[src/rtl/cpu_pkg.sv]
// Shared CPU front-end definitions: fetch FSM states, MIPS field
// bit positions and the default reset PC.
package cpu_pkg;

  typedef enum logic [1:0] {
    ST_IDLE = 2'b00,  // no request outstanding
    ST_REQ  = 2'b01,  // live request outstanding
    ST_DROP = 2'b10   // stale request outstanding, response discarded
  } fetch_state_e;

  localparam logic [31:0] RESET_PC_DEFAULT = 32'h0000_0000;

  // MIPS instruction field positions
  localparam int OP_HI    = 31;
  localparam int OP_LO    = 26;
  localparam int RS_HI    = 25;
  localparam int RS_LO    = 21;
  localparam int RT_HI    = 20;
  localparam int RT_LO    = 16;
  localparam int RD_HI    = 15;
  localparam int RD_LO    = 11;
  localparam int SHAMT_HI = 10;
  localparam int SHAMT_LO = 6;
  localparam int FUNC_HI  = 5;
  localparam int FUNC_LO  = 0;
  localparam int IMME_HI  = 15;
  localparam int IMME_LO  = 0;

  // Next sequential word address; wraps modulo 2^32.
  function automatic logic [31:0] pc_plus4(input logic [31:0] pc);
    return pc + 32'd4;
  endfunction

  // Force a target onto a word boundary.
  function automatic logic [31:0] word_align(input logic [31:0] pc);
    return {pc[31:2], 2'b00};
  endfunction

endpackage

[src/rtl/fetch_fifo.sv]
// Circular prefetch queue of {pc, instr} pairs with a flush that
// overrides any same-cycle push or pop.
module fetch_fifo
  import cpu_pkg::*;
#(
  parameter int DEPTH = 4,
  localparam int AW = $clog2(DEPTH)
) (
  input  logic          clk,
  input  logic          rst,
  input  logic          flush,
  input  logic          push,
  input  logic [31:0]   push_pc,
  input  logic [31:0]   push_instr,
  input  logic          pop,
  output logic          empty,
  output logic [AW:0]   count,
  output logic [31:0]   head_pc,
  output logic [31:0]   head_instr
);

  logic [63:0]   mem_r [DEPTH];
  logic [AW-1:0] wr_ptr_r;
  logic [AW-1:0] rd_ptr_r;
  logic [AW:0]   count_r;

  assign empty      = (count_r == '0);
  assign count      = count_r;
  assign head_pc    = mem_r[rd_ptr_r][63:32];
  assign head_instr = mem_r[rd_ptr_r][31:0];

  // Pointer and occupancy tracking; flush empties the queue outright.
  always_ff @(posedge clk or negedge rst) begin
    if (!rst) begin
      wr_ptr_r <= '0;
      rd_ptr_r <= '0;
      count_r  <= '0;
    end else if (flush) begin
      wr_ptr_r <= '0;
      rd_ptr_r <= '0;
      count_r  <= '0;
    end else begin
      if (push) begin
        wr_ptr_r <= wr_ptr_r + AW'(1'b1);
      end
      if (pop) begin
        rd_ptr_r <= rd_ptr_r + AW'(1'b1);
      end
      case ({push, pop})
        2'b10:   count_r <= count_r + (AW+1)'(1'b1);
        2'b01:   count_r <= count_r - (AW+1)'(1'b1);
        default: count_r <= count_r;
      endcase
    end
  end

  // Entry storage; cleared on reset so the head never shows stale data.
  always_ff @(posedge clk or negedge rst) begin
    if (!rst) begin
      for (int i = 0; i < DEPTH; i++) begin
        mem_r[i] <= 64'd0;
      end
    end else if (push && !flush) begin
      mem_r[wr_ptr_r] <= {push_pc, push_instr};
    end
  end

endmodule

[src/rtl/fetch_unit.sv]
// Instruction fetch front end: single-outstanding memory request FSM,
// redirect handling and MIPS field decode of the prefetch-queue head.
module fetch_unit
  import cpu_pkg::*;
#(
  parameter int          DEPTH    = 4,
  parameter logic [31:0] RESET_PC = RESET_PC_DEFAULT
) (
  input  logic        clk,
  input  logic        rst,
  output logic        mem_req,
  output logic [31:0] mem_addr,
  input  logic        mem_ack,
  input  logic [31:0] mem_rdata,
  input  logic        redir_valid,
  input  logic [31:0] redir_pc,
  output logic        out_valid,
  input  logic        out_ready,
  output logic [31:0] out_pc,
  output logic [31:0] out_pc4,
  output logic [5:0]  op,
  output logic [4:0]  rs,
  output logic [4:0]  rt,
  output logic [4:0]  rd,
  output logic [4:0]  shamt,
  output logic [5:0]  func,
  output logic [15:0] imme
);

  localparam int          AW        = $clog2(DEPTH);
  localparam logic [AW:0] DEPTH_CNT = (AW+1)'(DEPTH);

  fetch_state_e state_r, state_nx_s;
  logic [31:0]  fetch_pc_r, fetch_pc_nx_s;
  logic         mem_req_r, mem_req_nx_s;
  logic [31:0]  mem_addr_r, mem_addr_nx_s;

  logic         push_s;
  logic         pop_s;
  logic         empty_s;
  logic [AW:0]  count_s;
  logic [AW:0]  post_cnt_s;
  logic [31:0]  head_pc_s;
  logic [31:0]  head_instr_s;
  logic [31:0]  redir_tgt_s;

  // A live response is queued only when no redirect kills it this cycle;
  // a redirect flush likewise cancels any same-cycle pop.
  assign push_s      = (state_r == ST_REQ) && mem_ack && !redir_valid;
  assign pop_s       = out_valid && out_ready && !redir_valid;
  assign post_cnt_s  = count_s + {{AW{1'b0}}, push_s} - {{AW{1'b0}}, pop_s};
  assign redir_tgt_s = word_align(redir_pc);

  fetch_fifo #(.DEPTH(DEPTH)) u_fifo (
    .clk        (clk),
    .rst        (rst),
    .flush      (redir_valid),
    .push       (push_s),
    .push_pc    (mem_addr_r),
    .push_instr (mem_rdata),
    .pop        (pop_s),
    .empty      (empty_s),
    .count      (count_s),
    .head_pc    (head_pc_s),
    .head_instr (head_instr_s)
  );

  // Next-state, next fetch PC and next request outputs.
  always_comb begin
    state_nx_s    = state_r;
    fetch_pc_nx_s = fetch_pc_r;
    mem_req_nx_s  = mem_req_r;
    mem_addr_nx_s = mem_addr_r;
    case (state_r)
      ST_IDLE: begin
        if (redir_valid) begin
          fetch_pc_nx_s = redir_tgt_s;
          state_nx_s    = ST_IDLE;
          mem_req_nx_s  = 1'b0;
        end else if (count_s < DEPTH_CNT) begin
          state_nx_s    = ST_REQ;
          mem_req_nx_s  = 1'b1;
          mem_addr_nx_s = fetch_pc_r;
        end else begin
          state_nx_s    = ST_IDLE;
          mem_req_nx_s  = 1'b0;
        end
      end
      ST_REQ: begin
        if (redir_valid) begin
          fetch_pc_nx_s = redir_tgt_s;
          if (mem_ack) begin
            state_nx_s   = ST_IDLE;
            mem_req_nx_s = 1'b0;
          end else begin
            state_nx_s   = ST_DROP;
          end
        end else if (mem_ack) begin
          fetch_pc_nx_s = pc_plus4(mem_addr_r);
          if (post_cnt_s < DEPTH_CNT) begin
            state_nx_s    = ST_REQ;
            mem_addr_nx_s = pc_plus4(mem_addr_r);
          end else begin
            state_nx_s    = ST_IDLE;
            mem_req_nx_s  = 1'b0;
          end
        end else begin
          state_nx_s = ST_REQ;
        end
      end
      ST_DROP: begin
        if (redir_valid) begin
          fetch_pc_nx_s = redir_tgt_s;
        end else begin
          fetch_pc_nx_s = fetch_pc_r;
        end
        if (mem_ack) begin
          state_nx_s   = ST_IDLE;
          mem_req_nx_s = 1'b0;
        end else begin
          state_nx_s   = ST_DROP;
        end
      end
      default: begin
        state_nx_s   = ST_IDLE;
        mem_req_nx_s = 1'b0;
      end
    endcase
  end

  // State, fetch PC and registered memory request outputs.
  always_ff @(posedge clk or negedge rst) begin
    if (!rst) begin
      state_r    <= ST_IDLE;
      fetch_pc_r <= RESET_PC;
      mem_req_r  <= 1'b0;
      mem_addr_r <= 32'd0;
    end else begin
      state_r    <= state_nx_s;
      fetch_pc_r <= fetch_pc_nx_s;
      mem_req_r  <= mem_req_nx_s;
      mem_addr_r <= mem_addr_nx_s;
    end
  end

  assign mem_req   = mem_req_r;
  assign mem_addr  = mem_addr_r;
  assign out_valid = !empty_s;

  // Head outputs are forced to zero whenever the queue is empty.
  assign out_pc  = out_valid ? head_pc_s             : 32'd0;
  assign out_pc4 = out_valid ? pc_plus4(head_pc_s)   : 32'd0;
  assign op      = out_valid ? head_instr_s[OP_HI:OP_LO]       : 6'd0;
  assign rs      = out_valid ? head_instr_s[RS_HI:RS_LO]       : 5'd0;
  assign rt      = out_valid ? head_instr_s[RT_HI:RT_LO]       : 5'd0;
  assign rd      = out_valid ? head_instr_s[RD_HI:RD_LO]       : 5'd0;
  assign shamt   = out_valid ? head_instr_s[SHAMT_HI:SHAMT_LO] : 5'd0;
  assign func    = out_valid ? head_instr_s[FUNC_HI:FUNC_LO]   : 6'd0;
  assign imme    = out_valid ? head_instr_s[IMME_HI:IMME_LO]   : 16'd0;

endmodule

[config.mk]
export PLATFORM = sky130hd
export DESIGN_NAME = fetch_unit
export DESIGN_NICKNAME = d
export VERILOG_FILES = /design/src/rtl/cpu_pkg.sv /design/src/rtl/fetch_fifo.sv /design/src/rtl/fetch_unit.sv
export SDC_FILE = /design/constraint.sdc
export NUM_CORES = 1
export LEC_CHECK = 0
export CELL_PAD_IN_SITES_DETAIL_PLACEMENT = 0
export CELL_PAD_IN_SITES_GLOBAL_PLACEMENT = 2
export CORE_UTILIZATION = 34
export DETAILED_ROUTE_END_ITERATION = 12
export GPL_TIMING_DRIVEN = 0
export PLACE_DENSITY = 0.87
export SYNTH_ARGS = -nofsm -noshare
export SYNTH_HDL_FRONTEND = slang
export SYNTH_SLANG_ARGS = --single-unit
[constraint.sdc]
create_clock -name clk -period 2.97 [get_ports clk]
set_input_delay 0.594 -clock clk [delete_from_list [all_inputs] [get_ports clk]]
set_output_delay 0.594 -clock clk [all_outputs]
set_load 0.02 [all_outputs]
# Yosys cells after proc, flatten, opt, wreduce, memory -nomap -nowiden
# Cells that the tools add are included.
op_classes:
  add_sub_neg: 8
  n_lt_le_gt_ge: 5
  n_eq_ne: 12
  n_mux: 45
  bitwise_logic: 2
  reduce_logical: 19
ops:
  columns: ["op", "count"]
  rows:
  - ["two-way mux 32 bit", 10]
  - ["bitwise mux 256 bit", 1]
  - ["two-way mux 64 bit", 3]
  - ["binary-select mux 64 bit (select 2 bit)", 1]
  - ["demux 64 bit (select 2 bit)", 1]
  - ["case mux 32 bit (2 select lines)", 2]
  - ["adder 32 x 3 -> 32 bit (second input constant)", 2]
  - ["two-way mux 5 bit", 4]
  - ["two-way mux 16 bit", 1]
  - ["two-way mux 2 bit", 7]
  - ["two-way mux 6 bit", 2]
  - ["two-way mux 1 bit", 9]
  - ["inequality test 2 bit (second input constant)", 4]
  - ["nonzero test 2 bit", 4]
  - ["greater-or-equal comparator 3 bit (second input constant)", 2]
  - ["logical AND 1 bit", 6]
  - ["less-than comparator 3 bit (second input constant)", 2]
  - ["inequality test 3 bit (second input constant)", 2]
  - ["inverter 2 -> 3 bit", 2]
  - ["case mux 2 bit (3 select lines)", 1]
  - ["case mux 3 bit (2 select lines)", 1]
  - ["AND reduction 6 bit", 1]
  - ["adder 2 x 1 -> 2 bit (second input constant)", 2]
  - ["equality test 2 x 1 -> 1 bit (second input constant)", 2]
  - ["16 further kinds", 19]
word_totals:
  reg_bits: 330
  elab_cells: 102

# Longest topological paths before layout
logic_depth:
  ltp_word: 10
  ltp_mapped: 11

# By module
# From an unflattened synthesis, not the netlist that was laid out.
unflattened:
  cells_unflattened: 1324
  hier_area_um2: 17981.0
modules_own_cells:
  columns: ["mod", "instances", "cells_per_inst", "area_each_um2", "seq_area_each_um2"]
  rows:
  - ["fetch_fifo", 1, 657, 12712.2, 6581.3]
  - ["fetch_unit", 1, 667, 5268.8, 1676.6]

# Worst setup path after synthesis
# Ideal clock, no wire load.
synth_timing:
  path_type: "register -> output"
  from: "reg u_fifo.rd_ptr_r[0]"
  to: "out out_pc4[18]"
  t_arrival_ns: 2.547
  required_ns: 2.376
  setup_slack_ns: -0.171
  stages_incl_launch_ff: 10
  path_buffers: 3
  cell_sequence: "dfrtp_1 -> buf_6 -> buf_12 -> mux4_1 -> ha_1 -> and4_1 -> buf_2 -> nand4_2 -> or3_1 -> a21oi_1"
synth_via:
  elab_chain_len: 6
synth_rtl:
  columns: ["item", "line", "text"]
  rows:
  - ["from (decl)", "fetch_fifo.sv:24", "logic [AW-1:0] rd_ptr_r;"]
  - ["from (signal assigned)", "fetch_fifo.sv:47", "rd_ptr_r <= rd_ptr_r + AW'(1'b1);"]
  - ["inverter 2 -> 3 bit (implied by the code)", "fetch_fifo.sv:29", "assign head_pc = mem_r[rd_ptr_r][63:32];"]
  - ["binary-select mux 64 bit (select 2 bit)", "fetch_fifo.sv:29", null]
  - ["two-way mux 64 bit (2 in a row)", null, null]
  - ["adder 32 x 3 -> 32 bit", "cpu_pkg.sv:31", "return pc + 32'd4;"]
  - ["two-way mux 32 bit", "fetch_unit.sv:152", "assign out_pc4 = out_valid ? pc_plus4(head_pc_s) : 32'd0;"]
  - ["to (decl)", "fetch_unit.sv:20", "output logic [31:0] out_pc4,"]
# Every way passes these cells. The select of a mux whose other input is x is not followed.

# Final worst setup path
layout_timing:
  from: "reg u_fifo.rd_ptr_r[0]"
  to: "out out_pc4[29]"
# The elaborated chain is that of the path after synthesis.

==> impl_metrics.env <==
export IMPL_synthXorXnorAreaFrac_pct=2.10
export IMPL_worstSetupPathType="flop to primary output"
export IMPL_wl_per_cell_um=21.4
export IMPL_grt_max_degree=128
export IMPL_synth_area_top_cells="dfrtp_1 (49%), mux2_2 (16%), mux4_2 (7.4%)"
export IMPL_routed_wl_um=50900
export IMPL_maxCapViolCount=0
export IMPL_status="finished, violations left"
export IMPL_synth_top_family_by_area="multiplexers"
export IMPL_timing_fmax_mhz=273
export IMPL_syn_nets=1447
export IMPL_rsz0062_at_grt="yes"
export IMPL_period_share_pct=123
export IMPL_synth_area_um2=16700
export IMPL_powerDensity_nw_per_um2=1120
export IMPL_worstReg2RegStart="u_fifo.count[2]"
export IMPL_synth_compound_area_share_pct=7.22
export IMPL_grt_util_all_layers_pct=20.1
export IMPL_crit_family="simple AND/OR/NAND/NOR gates"
export IMPL_crit_path_cell_trace="buf_12, buf_12, buf_4, mux4_2, and4_4, nand4_4, or4_4, a21oi_4, buf_6"
export IMPL_syn_inst=1369
export IMPL_relSlewSlack_pct=38.5
export IMPL_syn_avg_cell_area_um2=12.2
export IMPL_die_x_um=224
export IMPL_hpwl_um=34200
export IMPL_path_common_cell="buf_12"
export IMPL_synthArstFlopShare_pct=100
export IMPL_vias_per_cell=5.30
export IMPL_finalMaxSlewViolations=0
export IMPL_ys_warn_count=0
export IMPL_finalCoreUtilization_pct=47.6
export IMPL_yosys_area_share_adder_pct=0.719
export IMPL_path_clk_slew_ns=0.06
export IMPL_gp_congestion=0.827
export IMPL_fin_skew_ns=0.0254
export IMPL_synth_ff_type="dfrtp_1"
export IMPL_clock_sinks=330
export IMPL_drtPass1Iterations=5
export IMPL_synth_area_mux_share_pct=25.7
export IMPL_period_minus_slack_ns=3.66
export IMPL_ctsRootBufferMaster="clkbuf_16"
export IMPL_cp_max_fo=6
export IMPL_overflow=0
export IMPL_worstRegToRegCells=13
export IMPL_synth_largest_area_cell="dfrtp_1"
export IMPL_power_leakage_nw=10.3
export IMPL_rr_endpoint="mem_addr[27]"
export IMPL_cts_max_path_buffers=3
export IMPL_required_ns=2.38
export IMPL_ir_drop_v=0.000475
export IMPL_initial_core_util_pct=34.7
export IMPL_dr_total_vias=12585
export IMPL_drtIter0Drc=977
export IMPL_nFillCells=4279
export IMPL_ys_types=63
export IMPL_num_rows=80
export IMPL_hold_class="input pin to async pin"
export IMPL_synth_edf_count=0
export IMPL_hold_viol_final=0
export IMPL_crit_buf_inv=4
export IMPL_grt_pass1_wl_um=77500
export IMPL_seq_area_frac_synth_pct=49.5
export IMPL_synthSimpleGateAreaFrac_pct=10.6
export IMPL_antenna_left=0
export IMPL_drc_errors=0
export IMPL_drive_above_1_share_pct=43.5
export IMPL_fin_ws_ns=-0.694
export IMPL_synth_seq_cells=330
export IMPL_grt_pass1_vias=12911
export IMPL_setup_viol=91
export IMPL_register_area_um2=8270
export IMPL_antenna_found_initial=4
export IMPL_nets=1809
export IMPL_numPortBuffers=211
export IMPL_htree_num_levels=2
export IMPL_cp_start_kind="flop"
export IMPL_tritoncts="yes"
export IMPL_cp_end_kind="primary output"
export IMPL_dieHeight_um=224
export IMPL_syn2layout_area_growth_pct=36.9
export IMPL_cts_buffers=39
export IMPL_tns_ns=-31.77
export IMPL_yosys_area_top_type_share_pct=49.5
export IMPL_violations="setup timing"
export IMPL_multi_input_area_um2=8300
export IMPL_worst_pin_slew_ns=0.914
export IMPL_cpPeakStageDelay_ns=0.56
export IMPL_cp_slowest_cell="or4_4"
export IMPL_io_pins=215
export IMPL_core_um2=48000
export IMPL_worst_ep_arrival_time_ns=3.07
export IMPL_clock_latency_ns=0.55
export IMPL_worstSetupStartpoint="u_fifo.rd_ptr_r[0]"
export IMPL_regToRegSetupSlack_ns=0.08
export IMPL_dieArea_um2=50000
==> synthesized netlist by cell type (10+ instances only) <==
cell type / instances
o21ai_0: 79
and2_1: 69
clkbuf_1: 79
nor3_1: 15
xor2_1: 18
mux2_2: 235
a2bb2oi_1: 11
mux4_2: 55
and4_1: 11
buf_4: 22
o31ai_1: 10
nand4_1: 10
a32oi_1: 11
inv_1: 16
nand2_1: 99
dfrtp_1: 330
xnor2_1: 22
a21oi_1: 34
mux2i_1: 17
nor2_1: 55
nand3_1: 24
buf_1: 11
==> report_power, final <==
group | total, mW | switching (mW) | internal [mW]
logic | 14.0 | 6.97 | 7.07
clock network | 4.81 | 1.93 | 2.88
registers | 6.69 | 0.869 | 5.82
total | 25.5 | 9.77 | 15.8
==> through the flow <==
stage / setup WS (ns) / hold slack [ns] / cells / area (um^2) / power [mW]
2_1_floorplan: 0.00472 / 0.298 / 1369 / 16800 / 13.3
5_1_grt: -0.764 / 0.0833 / 2376 / 22900 / 26.8
3_3_place_gp: -12.80 / 0.455 / 2195 / 19600 / 17.7
6_report: -0.694 / 0.0609 / 2376 / 22900 / 25.5
4_1_cts: -0.723 / 0.0755 / 2333 / 22000 / 24.3
3_5_place_dp: -1.52 / 0.462 / 2197 / 19700 / 17.9
==> registers in the layout, summed over array words and instances, names as in the netlist <==
signal,cells
u_fifo.mem_r,256
fetch_pc_r,32
mem_addr,32
u_fifo.count,3
state_r,2
u_fifo.rd_ptr_r,2
u_fifo.wr_ptr_r,2
mem_req,1
==> worst max-delay path by stage <==
| stage | to | slack, ns | depth (start not counted) |
|---|---|---|---|
| CTS | out_pc4[31] | -0.72 | 8 |
| detailed placement | imme[1] | -1.52 | 7 |
| finish | out_pc4[29] | -0.69 | 9 |
| global placement | u_fifo.mem_r[104] | -12.80 | 1 |
| floorplan | out_pc4[22] | 0.005 | 9 |
| global route | out_pc4[23] | -0.76 | 8 |
==> worst register-to-register path, delay by kind of cell (launching register included) <==
| kind | cells | cell delay (ns) |
|---|---|---|
| buffers and inverters | 4 | 0.53 |
| AOI/OAI and AO/OA | 5 | 1.16 |
| DFF | 1 | 0.43 |
| adders and majority gates | 2 | 0.38 |
| and+or+nand+nor | 2 | 0.24 |
==> final cells by class <==
cell class                      instances  share of cell area [%]
Clock inverter                         11                   0.536
Timing Repair Buffer                  323                    14.6
Antenna cell                            1                  0.0109
Clock buffer                           59                    5.08
Tap cell                              615                    3.37
Buffer                                125                    3.63
Multi-Input combinational cell        896                    36.3
Inverter                               16                   0.279
Sequential cell                       330                    36.2
==> what timing repair did <==
| item | in CTS | in global routing |
|---|---|---|
| gates resized for setup | 550 | 311 |
| endpoints found under the setup margin | 146 | 139 |
| buffers inserted | 61 | 48 |
| pin swaps | 37 | 37 |
| hold buffers | 0 | 0 |
| cloned | 6 | 2 |
==> placed cells by master, fill, tap and decap left out, types with 10 or more instances in the layout <==
| cell | instances |
|---|---|
| a21oi_1 | 21 |
| a2bb2oi_1 | 11 |
| a32oi_1 | 11 |
| and2_1 | 20 |
| and2_4 | 50 |
| and4_1 | 11 |
| buf_1 | 10 |
| buf_12 | 15 |
| buf_2 | 14 |
| buf_4 | 72 |
| buf_6 | 145 |
| clkbuf_1 | 67 |
| clkbuf_16 | 40 |
| clkbuf_2 | 17 |
| clkbuf_8 | 14 |
| clkdlybuf4s50_1 | 96 |
| dfrtp_1 | 324 |
| inv_1 | 13 |
| mux2_2 | 230 |
| mux2i_1 | 17 |
| mux4_2 | 64 |
| nand2_1 | 91 |
| nand3_1 | 19 |
| nand4_1 | 10 |
| nor2_1 | 52 |
| nor3_1 | 10 |
| o21ai_0 | 79 |
| xnor2_1 | 21 |
| xor2_1 | 17 |
==> per-layer routing <==
layer  GRT usage [%]  vias up  share of wire, %
li1                -     5681                 -
met1            28.3     6479                45
met2            32.3      339                48
met3            3.00       82               5.0
met4            5.68        4               2.2
met5               0        -             0.053
==> kinds of logic after synthesis <==
| kind of cell | Yosys count |
|---|---|
| compound gates | 193 |
| buf+inv | 144 |
| mux | 316 |
| flops | 330 |
| fa+ha+maj | 9 |
| xor+xnor | 40 |
| simple gates | 337 |
Power figures use the tool's default switching activity.
